--- src/rtl/mem_port_arbiter.sv ---
// mem_port_arbiter
//   Shares the single unified instruction/data memory of the multicycle MIPS
//   between the CPU (port 0) and a debug/program-loader port (port 1).
//   Accesses are serialised with a req/ack handshake. A fixed memory latency
//   of MEM_LAT cycles is inserted, so a requester stalls until it sees ack.
//
//   Arbitration: round-robin by default. If the macro
//   MEM_PORT_ARBITER_CPU_PRIORITY_EN is defined, the CPU wins every tie
//   instead, and the debug port is granted only while cpu_req is low.
//
// Ports
//   clk, reset               clock (rising edge), async active-high reset
//   cpu_req/we/addr/wdata    CPU request, held until cpu_ack
//   cpu_rdata, cpu_ack       registered CPU read data, one-cycle ack pulse
//   dbg_req/we/addr/wdata    debug-port request, held until dbg_ack
//   dbg_rdata, dbg_ack       registered debug read data, one-cycle ack pulse
//   mem_addr/we/wdata        memory request (mem_we is high for one cycle only)
//   mem_rdata                memory read data, valid MEM_LAT cycles after address
//   owner                    current/last granted port (0 = CPU, 1 = debug)
//   busy                     high in every state except IDLE
module mem_port_arbiter #(
  parameter int AW      = 32,
  parameter int DW      = 32,
  parameter int MEM_LAT = 1    // legal range 1..15
) (
  input  logic          clk,
  input  logic          reset,
  input  logic          cpu_req,
  input  logic          cpu_we,
  input  logic [AW-1:0] cpu_addr,
  input  logic [DW-1:0] cpu_wdata,
  output logic [DW-1:0] cpu_rdata,
  output logic          cpu_ack,
  input  logic          dbg_req,
  input  logic          dbg_we,
  input  logic [AW-1:0] dbg_addr,
  input  logic [DW-1:0] dbg_wdata,
  output logic [DW-1:0] dbg_rdata,
  output logic          dbg_ack,
  output logic [AW-1:0] mem_addr,
  output logic          mem_we,
  output logic [DW-1:0] mem_wdata,
  input  logic [DW-1:0] mem_rdata,
  output logic          owner,
  output logic          busy
);

  localparam logic [1:0] IDLE   = 2'd0;
  localparam logic [1:0] ACCESS = 2'd1;
  localparam logic [1:0] DONE   = 2'd2;

  localparam logic [3:0] LAT_LOAD = 4'(MEM_LAT - 1);

  logic [1:0] state;
  logic       last_served;  // port served most recently; 1 after reset so CPU wins the first tie
  logic [3:0] cnt;
  logic       grant_dbg;

  // Grant decision, only consumed when a request is seen in IDLE.
  always_comb begin
    grant_dbg = 1'b0;
`ifdef MEM_PORT_ARBITER_CPU_PRIORITY_EN
    if (dbg_req && !cpu_req) begin
      grant_dbg = 1'b1;
    end else begin
      grant_dbg = 1'b0;
    end
`else
    // On contention the port that was not served last wins.
    if (dbg_req && (!cpu_req || !last_served)) begin
      grant_dbg = 1'b1;
    end else begin
      grant_dbg = 1'b0;
    end
`endif
  end

  // Arbitration FSM with all outputs registered.
  always_ff @(posedge clk or posedge reset) begin
    if (reset) begin
      state       <= IDLE;
      last_served <= 1'b1;
      cnt         <= 4'd0;
      owner       <= 1'b0;
      busy        <= 1'b0;
      cpu_ack     <= 1'b0;
      dbg_ack     <= 1'b0;
      cpu_rdata   <= '0;
      dbg_rdata   <= '0;
      mem_we      <= 1'b0;
      mem_addr    <= '0;
      mem_wdata   <= '0;
    end else begin
      case (state)
        IDLE: begin
          cpu_ack <= 1'b0;
          dbg_ack <= 1'b0;
          mem_we  <= 1'b0;
          if (cpu_req || dbg_req) begin
            // Latch the winner's request; requesters keep inputs stable
            // until ack, so these registers mirror the owner's inputs.
            owner     <= grant_dbg;
            cnt       <= LAT_LOAD;
            mem_addr  <= grant_dbg ? dbg_addr  : cpu_addr;
            mem_wdata <= grant_dbg ? dbg_wdata : cpu_wdata;
            mem_we    <= grant_dbg ? dbg_we    : cpu_we;
            busy      <= 1'b1;
            state     <= ACCESS;
          end else begin
            busy  <= 1'b0;
            state <= IDLE;
          end
        end
        ACCESS: begin
          // Write strobe lasts only for the first ACCESS cycle.
          mem_we <= 1'b0;
          if (cnt == 4'd0) begin
            if (owner) begin
              dbg_rdata <= mem_rdata;
            end else begin
              cpu_rdata <= mem_rdata;
            end
            last_served <= owner;
            cpu_ack     <= ~owner;
            dbg_ack     <= owner;
            state       <= DONE;
          end else begin
            cnt   <= cnt - 4'd1;
            state <= ACCESS;
          end
        end
        DONE: begin
          cpu_ack <= 1'b0;
          dbg_ack <= 1'b0;
          mem_we  <= 1'b0;
          busy    <= 1'b0;
          state   <= IDLE;
        end
        default: begin
          cpu_ack <= 1'b0;
          dbg_ack <= 1'b0;
          mem_we  <= 1'b0;
          busy    <= 1'b0;
          state   <= IDLE;
        end
      endcase
    end
  end

endmodule
--- config.mk ---
export PLATFORM = sky130hd
export DESIGN_NAME = mem_port_arbiter
export DESIGN_NICKNAME = d
export VERILOG_FILES = /design/src/rtl/mem_port_arbiter.sv
export SDC_FILE = /design/constraint.sdc
export NUM_CORES = 1
export LEC_CHECK = 0
export BUFFER_PORTS_ARGS = -buffer_cell sky130_fd_sc_hd__buf_2
export CORE_MARGIN = 1
export CORE_UTILIZATION = 46
export DETAILED_ROUTE_END_ITERATION = 7
export PLACE_DENSITY_LB_ADDON = 0.2
export RECOVER_POWER = 100
export SYNTH_ARGS = -nofsm -noshare
export SYNTH_HDL_FRONTEND = slang
export SYNTH_SLANG_ARGS = --single-unit
--- constraint.sdc ---
create_clock -name clk -period 5.8 [get_ports clk]
set_input_delay 0.87 -clock clk [delete_from_list [all_inputs] [get_ports clk]]
set_output_delay 0.87 -clock clk [all_outputs]
set_load 0.03 [all_outputs]
Word-level counts from Yosys, hierarchy flattened

Index checks and enable logic that the tools add are counted.

$add $sub $neg: 1
$mul: 0
Div/mod/pow operators: 0
Magnitude comparators: 0
Equality and inequality tests: 4
Shift operators: 0
Mux-type cells: 18
Bitwise operators: 1
Reductions and logical operators: 13

Operators by type and width:

| cell                                                                   | count |
|---|---|
| 32-bit 2-to-1 mux                                                      | 2 |
| 1-bit 2-to-1 mux                                                       | 10 |
| 3-bit AND reduction                                                    | 3 |
| 4-bit 2-to-1 mux                                                       | 2 |
| 4-bit case mux with 2 select lines                                     | 1 |
| 2-bit inequality test (second input constant)                          | 3 |
| 4-bit zero test                                                        | 1 |
| 2-bit case mux with 2 select lines                                     | 1 |
| 2-bit AND reduction                                                    | 2 |
| 4-bit by 1-bit subtractor with 4-bit output (second input constant)    | 1 |
| 2-bit by 1-bit equality test with 1-bit output (second input constant) | 1 |
| 1-bit zero test                                                        | 2 |
| 2-bit zero test                                                        | 1 |
| 1-bit logical OR                                                       | 2 |
| 2-bit 2-to-1 mux                                                       | 1 |
| 1-bit case mux with 2 select lines                                     | 1 |
| 2-bit nonzero test                                                     | 1 |
| 1-bit logical AND                                                      | 1 |
| 1-bit inverter                                                         | 1 |

Register bits after elaboration: 140
Latch bits: 0
Memory bits (writable): 0
Bits in read-only memories: 0
Input bits: 166
Output and inout bits: 133
Logic and storage cells: 49
Memories: 0

Depth between registers and ports, before layout

Gate-level depths: netlist of the first run.

Word-level depth: 7
Mapped depth: 7
Depth with buffers taken out: 5

Worst setup path before layout of the first run

OpenSTA, ideal clock, no wires.

Path type: input -> register
Start: input dbg_req
End: register mem_addr[0]
Library setup time: 0.133 ns
Data arrival time: 1.898 ns
Data required time: 5.667 ns
Path slack: 3.769 ns
Stages: 6
Buffers on the path: 3
Cell sequence: a21bo_2 clkbuf_1 buf_2 buf_2 mux2i_1 o21ai_0

Word-level cells in the longest chain between the ends: 3
Elaborated cells between the ends (all ways): 5
Classes of those cells: mux: 2; reduce/logical: 3

RTL lines:

| element              | line | source |
|---|---|---|
| from (decl)          | 34   | `input logic dbg_req,` |
| 1-bit logical AND    | 70   | `if (dbg_req && (!cpu_req \|\| !last_served)) begin` |
| 1-bit 2-to-1 mux     | 70   |  |
| 32-bit 2-to-1 mux    | 104  | `mem_addr <= grant_dbg ? dbg_addr : cpu_addr;` |
| to (signal assigned) | 104  |  |
| to (decl)            | 40   | `output logic [AW-1:0] mem_addr,` |

Several ways; a longest one is shown, not always the timed one.
A chain may end at the register's enable or synchronous reset.

==> impl_results.md, run 1 <==
* CP peak stage delay at ~1900 ps
* Worst EP required at approximately 6300 ps
* Internal power at 2.74 mW
* Hold Fails Final Rpt at 0
* Final core occ at 0.621
* Placer congestion estimate at 0.794
* RSZ-0062 raised after global routing: no
* CP top delay family: buffers and inverters
* Actual slew at the worst max-slew pin at 3430 ps
* Final setup vio count at 0
* Core area at 0.0127 sq mm
* Critical path, cell by cell: buf_2 -> clkinvlp_2 -> buf_4
* Final WL at 15100 microns
* Worst setup SP type: input port
* Power per cell area at 639 mW/mm^2
* Layout overhead on the synthesized area at 30.3%
* Post-synth net total at 642
* Max Slew Vio Count at 149
* First-pass GRT wire length at 22900 microns
* Pleak at ~3.7 nW
* Mapped Cells at 475
* Crit path DAT at 3840 ps
* Vias per Instance at 5.14
* Avg WL per Cell at 16.0 microns
* Failing checks: capacitance limit, slew limit
* Sw frac at 0.458
* Sw Pwr at roughly 2.3 mW
* Overall overflow remaining after global route at 0
* Most frequent cells in the layout: 164 x buf_2, 139 x dfrtp_1, 137 x clkbuf_1, 133 x o21ai_0, 67 x mux2i_1
* Fraction of layout cells with a size suffix above 1 at 0.313
* Avg Inst Size Synth at approximately 13 sq um
* Initial Util at 0.477
* Total number of vias at 4851
* Residual DRC at 0
* Critical path peak fanout at 79
* Crit share post-route at 0.585
* Initial antenna violation count at 0
* WP buf/inv at 3
* Fmax at 295 MHz
* Post-CTS sizing at 0
* Setup TNS at 0 ps
* Final net count at 926
* Die extent in y at approximately 120 microns
* Synthesized area at 0.00606 sq mm
* Vias in the first global route at 4630
* Synth cell types at 30
* Clk pwr share at 0.195
* Setup ws final at 2410 ps
* TritonCTS Buffers at 17
* Hold Buf Count CTS at 0
* H-tree levels at 4
* GRT Overall Usage at 0.223
* Hold WC Path Type: reg2reg
* Antenna diode count at 0
* Setup Crit Path Kind: in2async
* Dpl hpwl at 10800 microns
* Worst VDD drop at 291 uV
* Synth warn at 0
* Max cap viols at 3
* Slowest CP cell: clkinvlp_2
* Skew-Pair Late Insertion Delay at 410 ps
* Port Buffers at 298
* Core Rows at 41
* Post-CTS Setup Repair Bufs at 0
* Relative slew margins at -1.30
* First-pass iteration count of the detailed router at 5
* Die area at 0.0136 sq mm
* Hold Worst Slack at slightly below 500 ps
* Largest net degree at the start of global routing at 80
* Flop pwr share at 0.344
* Die width at 117 microns
* IO Count at approximately 300
* Min Tclk post-route at 3390 ps
* Worst setup skew after layout at approximately 6.7 ps
* Initial DRC count at between 300 and 400
* CTS root buf: clkbuf_16
* Register area share after synthesis at 0.578
* CTS tree: done
* Setup slack at placement at 2810 ps
* Status: finished, violations left
* Nature of the critical path endpoint: async pin
* Clock sink count at 140
* Worst-path clk slew at 60 ps
* Max Buffers Root-to-Sink at 2
* Most common cell after layout, fill and taps aside: buf_2
* Detail Route Antenna Nets at 0
* Comb pwr share at 0.461
* Synth Register Bits at 140
through the flow:
step	instance area, sq um	cells	power, mW
CTS	8190	943	5.34
finish	7900	943	5.05
global route	7900	943	5.38
global placement	7640	912	4.27
detailed placement	7640	912	4.34
floorplan	6060	475	3.57
power groups by stage:
stage	registers (mW)	logic, mW	clock network (mW)
finish	1.74	2.33	0.987
global route	1.80	2.53	1.05
CTS	1.73	2.61	1.00
detailed placement	1.74	2.60	0
global placement	1.71	2.56	0
floorplan	2.64	0.930	0
cell type report:
class / instances / area (sq um)
Clock buffer: 25 / 515
Tap cell: 172 / 215
Clock inverter: 6 / 35.0
Fill cell: 1115 / 4820
Inverter: 7 / 27.5
Multi-Input combinational cell: 290 / 2250
Timing Repair Buffer: 303 / 1360
Sequential cell: 140 / 3500
flip-flops by register name, indices dropped and copies added (netlist names):
signal / flops
mem_addr: 32
mem_wdata: 32
owner: 1
mem_we: 1
state: 2
last_served: 1
dbg_rdata: 32
dbg_ack: 1
cnt: 4
busy: 1
cpu_rdata: 32
cpu_ack: 1
worst register-to-register path, delay by kind of cell (launching register included):
family,cells,cell delay [ps]
fa+ha+maj,1,190
buf+inv,2,1480
flops,1,420
mux,1,470
simple gates,2,370
per-layer routing:
metal  GRT usage  vias to the layer above  wire [microns]
met3      0.0628                       28            1100
met2       0.374                      219            7620
met4       0.102                        0             336
met1       0.267                     2342            6060
met5           0                        -               0
li1            -                     2262               -
worst paths after layout:
| check | cells past startpoint | endpoint | startpoint | slack (ps) |
|---|---|---|---|---|
| setup / recovery | 3 | dbg_rdata[12]$_DFFE_PP0P_ | reset | 2410 |
| hold / removal | 2 | busy$_DFFE_PP0N_ | busy$_DFFE_PP0N_ | 490 |
| setup reg to reg | 6 | cpu_rdata[13]$_DFFE_PP0P_ | cnt[0]$_DFFE_PP0P_ | 2750 |
| hold reg to reg | 2 | busy$_DFFE_PP0N_ | busy$_DFFE_PP0N_ | 490 |
| max in group clk | 6 | cpu_rdata[13]$_DFFE_PP0P_ | cnt[0]$_DFFE_PP0P_ | 2750 |
| min in group asynchronous | 2 | dbg_rdata[5]$_DFFE_PP0P_ | reset | 1470 |
cell usage after synthesis:
cell type | n | share of area
clkbuf_1 | 22 | 0.014
mux2_2 | 36 | 0.067
nand2_1 | 3 | 0.0019
nand3b_1 | 1 | 0.0012
nor3_1 | 1 | 0.00082
o21ai_1 | 1 | 0.00082
mux2i_1 | 67 | 0.11
nor4_2 | 1 | 0.0021
o22ai_1 | 1 | 0.0010
buf_2 | 11 | 0.0091
a21bo_2 | 1 | 0.0017
nor3b_1 | 1 | 0.0012
inv_1 | 7 | 0.0043
a21oi_1 | 1 | 0.00082
nor2_1 | 5 | 0.0031
nand4_1 | 1 | 0.0010
nand2b_1 | 1 | 0.0010
or4_4 | 1 | 0.0019
dfstp_2 | 1 | 0.0043
o41ai_1 | 1 | 0.0014
mux2_4 | 28 | 0.069
ha_1 | 1 | 0.0021
o21bai_1 | 1 | 0.0012
nand2b_4 | 1 | 0.0023
dfrtp_1 | 139 | 0.57
or2_1 | 2 | 0.0021
o21ai_0 | 132 | 0.11
buf_6 | 5 | 0.0093
a31o_2 | 1 | 0.0014
nor2b_1 | 1 | 0.0010
cell families (layout without fill, tap and decap cells):
group	Yosys count	count (layout)	share of synthesized area
simple gates	19	19	0.0196
buf+inv	45	341	0.0363
mux	131	131	0.247
fa+ha+maj	1	1	0.00206
flops	140	140	0.578
compound gates	139	139	0.117
Power figures use the tool's default switching activity.
==> run 2, diff against run 1 <==
Clock period 5.8 ns to 3.48 ns, I/O delays scaled along.
==> run 2 against run 1 <==
The run still ends with capacitance limit, slew limit left; clock-buffer cell count shrank 5; worst setup slack lost 1500 ps; global-route usage grew 0.96 points; total power grew 78%; clock power grew 120%; non-clock buffer count grew 2; combinational power grew 67%; die area is the same; core utilization grew 1.6 points; register-to-register slack lost 1900 ps; largest power group unchanged.
==> impl_results.md, run 2 (same netlist as run 1, synthesis figures left out) <==
* Hold Buf Count CTS at 0 (unchanged)
* Layout overhead on the synthesized area at 33.7%
* Die width at 117 microns (unchanged)
* Vias in the first global route at 4736 (+2.3%)
* CTS tree: done
* Most frequent cells in the layout: 165 x buf_2, 139 x dfrtp_1, 134 x clkbuf_1, 133 x o21ai_0, 67 x mux2i_1
* Min Tclk post-route at 2600 ps
* Vias per Instance at 5.12 (-0.52%)
* Relative slew margins at -0.185 (+1.11)
* Initial DRC count at 278 (-14%)
* Power per cell area at 1110 mW/mm^2 (+74%)
* RSZ-0062 raised after global routing: no
* Setup slack at placement at 1100 ps (-1710 ps)
* Met1 wire length at 6320 microns (+4.3%)
* Overall overflow remaining after global route at 0 (unchanged)
* Hold WC Path Type: in2reg
* TritonCTS Buffers at 17 (unchanged)
* Critical path peak fanout at 69 (-13%)
* Initial antenna violation count at 0 (unchanged)
* Overall power at 9.00 mW (+78%)
* H-tree levels at 4 (unchanged)
* Actual slew at the worst max-slew pin at 1770 ps (-1660 ps)
* Hold Worst Slack at 332 ps (-156 ps)
* Skew-Pair Late Insertion Delay at 420 ps (about the same)
* Antenna diode count at 0 (unchanged)
* Post-CTS Setup Repair Bufs at 0 (unchanged)
* Core area at 0.0127 sq mm (unchanged)
* Die area at 0.0136 sq mm (unchanged)
* Worst setup skew after layout at 3.85 ps (-2.87 ps)
* Max Slew Vio Count at 39 (-74%)
* Worst EP required at 3750 ps (-2500 ps)
* Placer congestion estimate at 0.789 (-0.55%)
* Max Buffers Root-to-Sink at 2 (unchanged)
* Nature of the critical path endpoint: flop
* CTS root buf: clkbuf_16
* Most common cell after layout, fill and taps aside: buf_2
* Hold Fails Final Rpt at 0 (unchanged)
* Core Rows at 41 (unchanged)
* GRT Overall Usage at 0.232 (+0.00956)
* Slowest CP cell: or2_2
* CP peak stage delay at 820 ps (-1100 ps)
* First-pass iteration count of the detailed router at 4 (-1)
* Final WL at 15600 microns (+3.3%)
* Dpl hpwl at 11000 microns (+1.8%)
* Setup TNS at 0 ps (unchanged)
* Residual DRC at 0 (unchanged)
* Die extent in y at 117 microns (unchanged)
* Final net count at 928 (+0.22%)
* Max cap viols at 1 (-2)
* Fmax at 384 MHz
* Final setup vio count at 0 (unchanged)
* Met3 wire length at 1020 microns (-7.1%)
* WP buf/inv at 2 (-1)
* Largest net degree at the start of global routing at 75 (-6.3%)
* Pleak at 3.83 nW (+2.9%)
* Port Buffers at 298 (unchanged)
* Fraction of layout cells with a size suffix above 1 at 0.319 (+0.00654)
* Post-CTS sizing at 0 (unchanged)
* Critical path, cell by cell: or2_2 -> buf_4 -> or2_2 -> clkbuf_1 -> o21ai_0
* Crit share post-route at 0.747
* Clock sink count at 140 (unchanged)
* IO Count at 299 (unchanged)
* Initial Util at 0.477 (unchanged)
* Avg WL per Cell at 16.5 microns (+3.0%)
* Detail Route Antenna Nets at 0 (unchanged)
* Setup ws final at 879 ps (-1530 ps)
* Total number of vias at 4841 (-0.21%)
* Crit path DAT at 2870 ps (-970 ps)
* Failing checks: capacitance limit, slew limit
* DR top layer: met4
* Status: finished, violations left
* Met2 routed WL at 7950 microns (+4.3%)
* CP top delay family: simple AND/OR/NAND/NOR gates
* Most frequent CP cell: or2_2
* Setup Crit Path Kind: reg2reg
* Worst-path clk slew at 60 ps (about the same)
* Fillers at 1106 (-0.81%)
* First-pass GRT wire length at 23700 microns (+3.7%)
* Worst setup SP type: flop
* Worst VDD drop at 419 uV (+44%)
run 2: cell count changes in the layout (fill, tap and decap cells not counted), moves of 2 or more:
cell       previous run  this run
buf_12                0         2
bufinv_16             0         8
clkbuf_1            137       134
clkbuf_8              6         3
run 2: report_power, final:
group / leakage [nW] / internal (mW) / switching (mW)
combinational: 1.78 / 1.09 / 2.81
sequential: 1.69 / 2.45 / 0.447
clock: 0.356 / 1.54 / 0.664
run 2: path summary, 6_finish.rpt:
path | from | endpoint | slack [ps] | depth (start not counted)
worst max-delay path | state[0]$_DFF_PP0_ | mem_wdata[26]$_DFFE_PP0P_ | 880 | 5
worst min-delay path | mem_rdata[20] | dbg_rdata[20]$_DFFE_PP0P_ | 330 | 2
worst max register to register | state[0]$_DFF_PP0_ | mem_wdata[26]$_DFFE_PP0P_ | 880 | 5
worst min register to register | busy$_DFFE_PP0N_ | busy$_DFFE_PP0N_ | 490 | 2
max in group asynchronous | reset | cpu_rdata[16]$_DFFE_PP0P_ | 1860 | 3
min in group asynchronous | reset | mem_addr[16]$_DFFE_PP0P_ | 550 | 2
run 2: cell type report:
type                       count  area [sq um]  area share
clock inverter                12           263      0.0324
clock buffer                  20           467      0.0575
multi-input combinational    290          2230       0.276
tap                          172           215      0.0265
timing repair buffer         305          1400       0.172
inverter                       7          27.5     0.00339
sequential                   140          3500       0.432
run 2: stage by stage:
| step | utilization | instances | instance area, sq um |
|---|---|---|---|
| floorplan | - | 475 | 6070 |
| detailed placement | 0.604 | 914 | 7680 |
| global route | 0.637 | 946 | 8110 |
| global placement | 0.604 | 914 | 7680 |
| finish | 0.637 | 946 | 8110 |
| CTS | 0.661 | 946 | 8410 |
run 2: layer usage:
metal  track usage  up-vias
met5             0        -
met1         0.273     2334
met4         0.106        0
li1              -     2272
met3        0.0602       22
met2         0.400      213
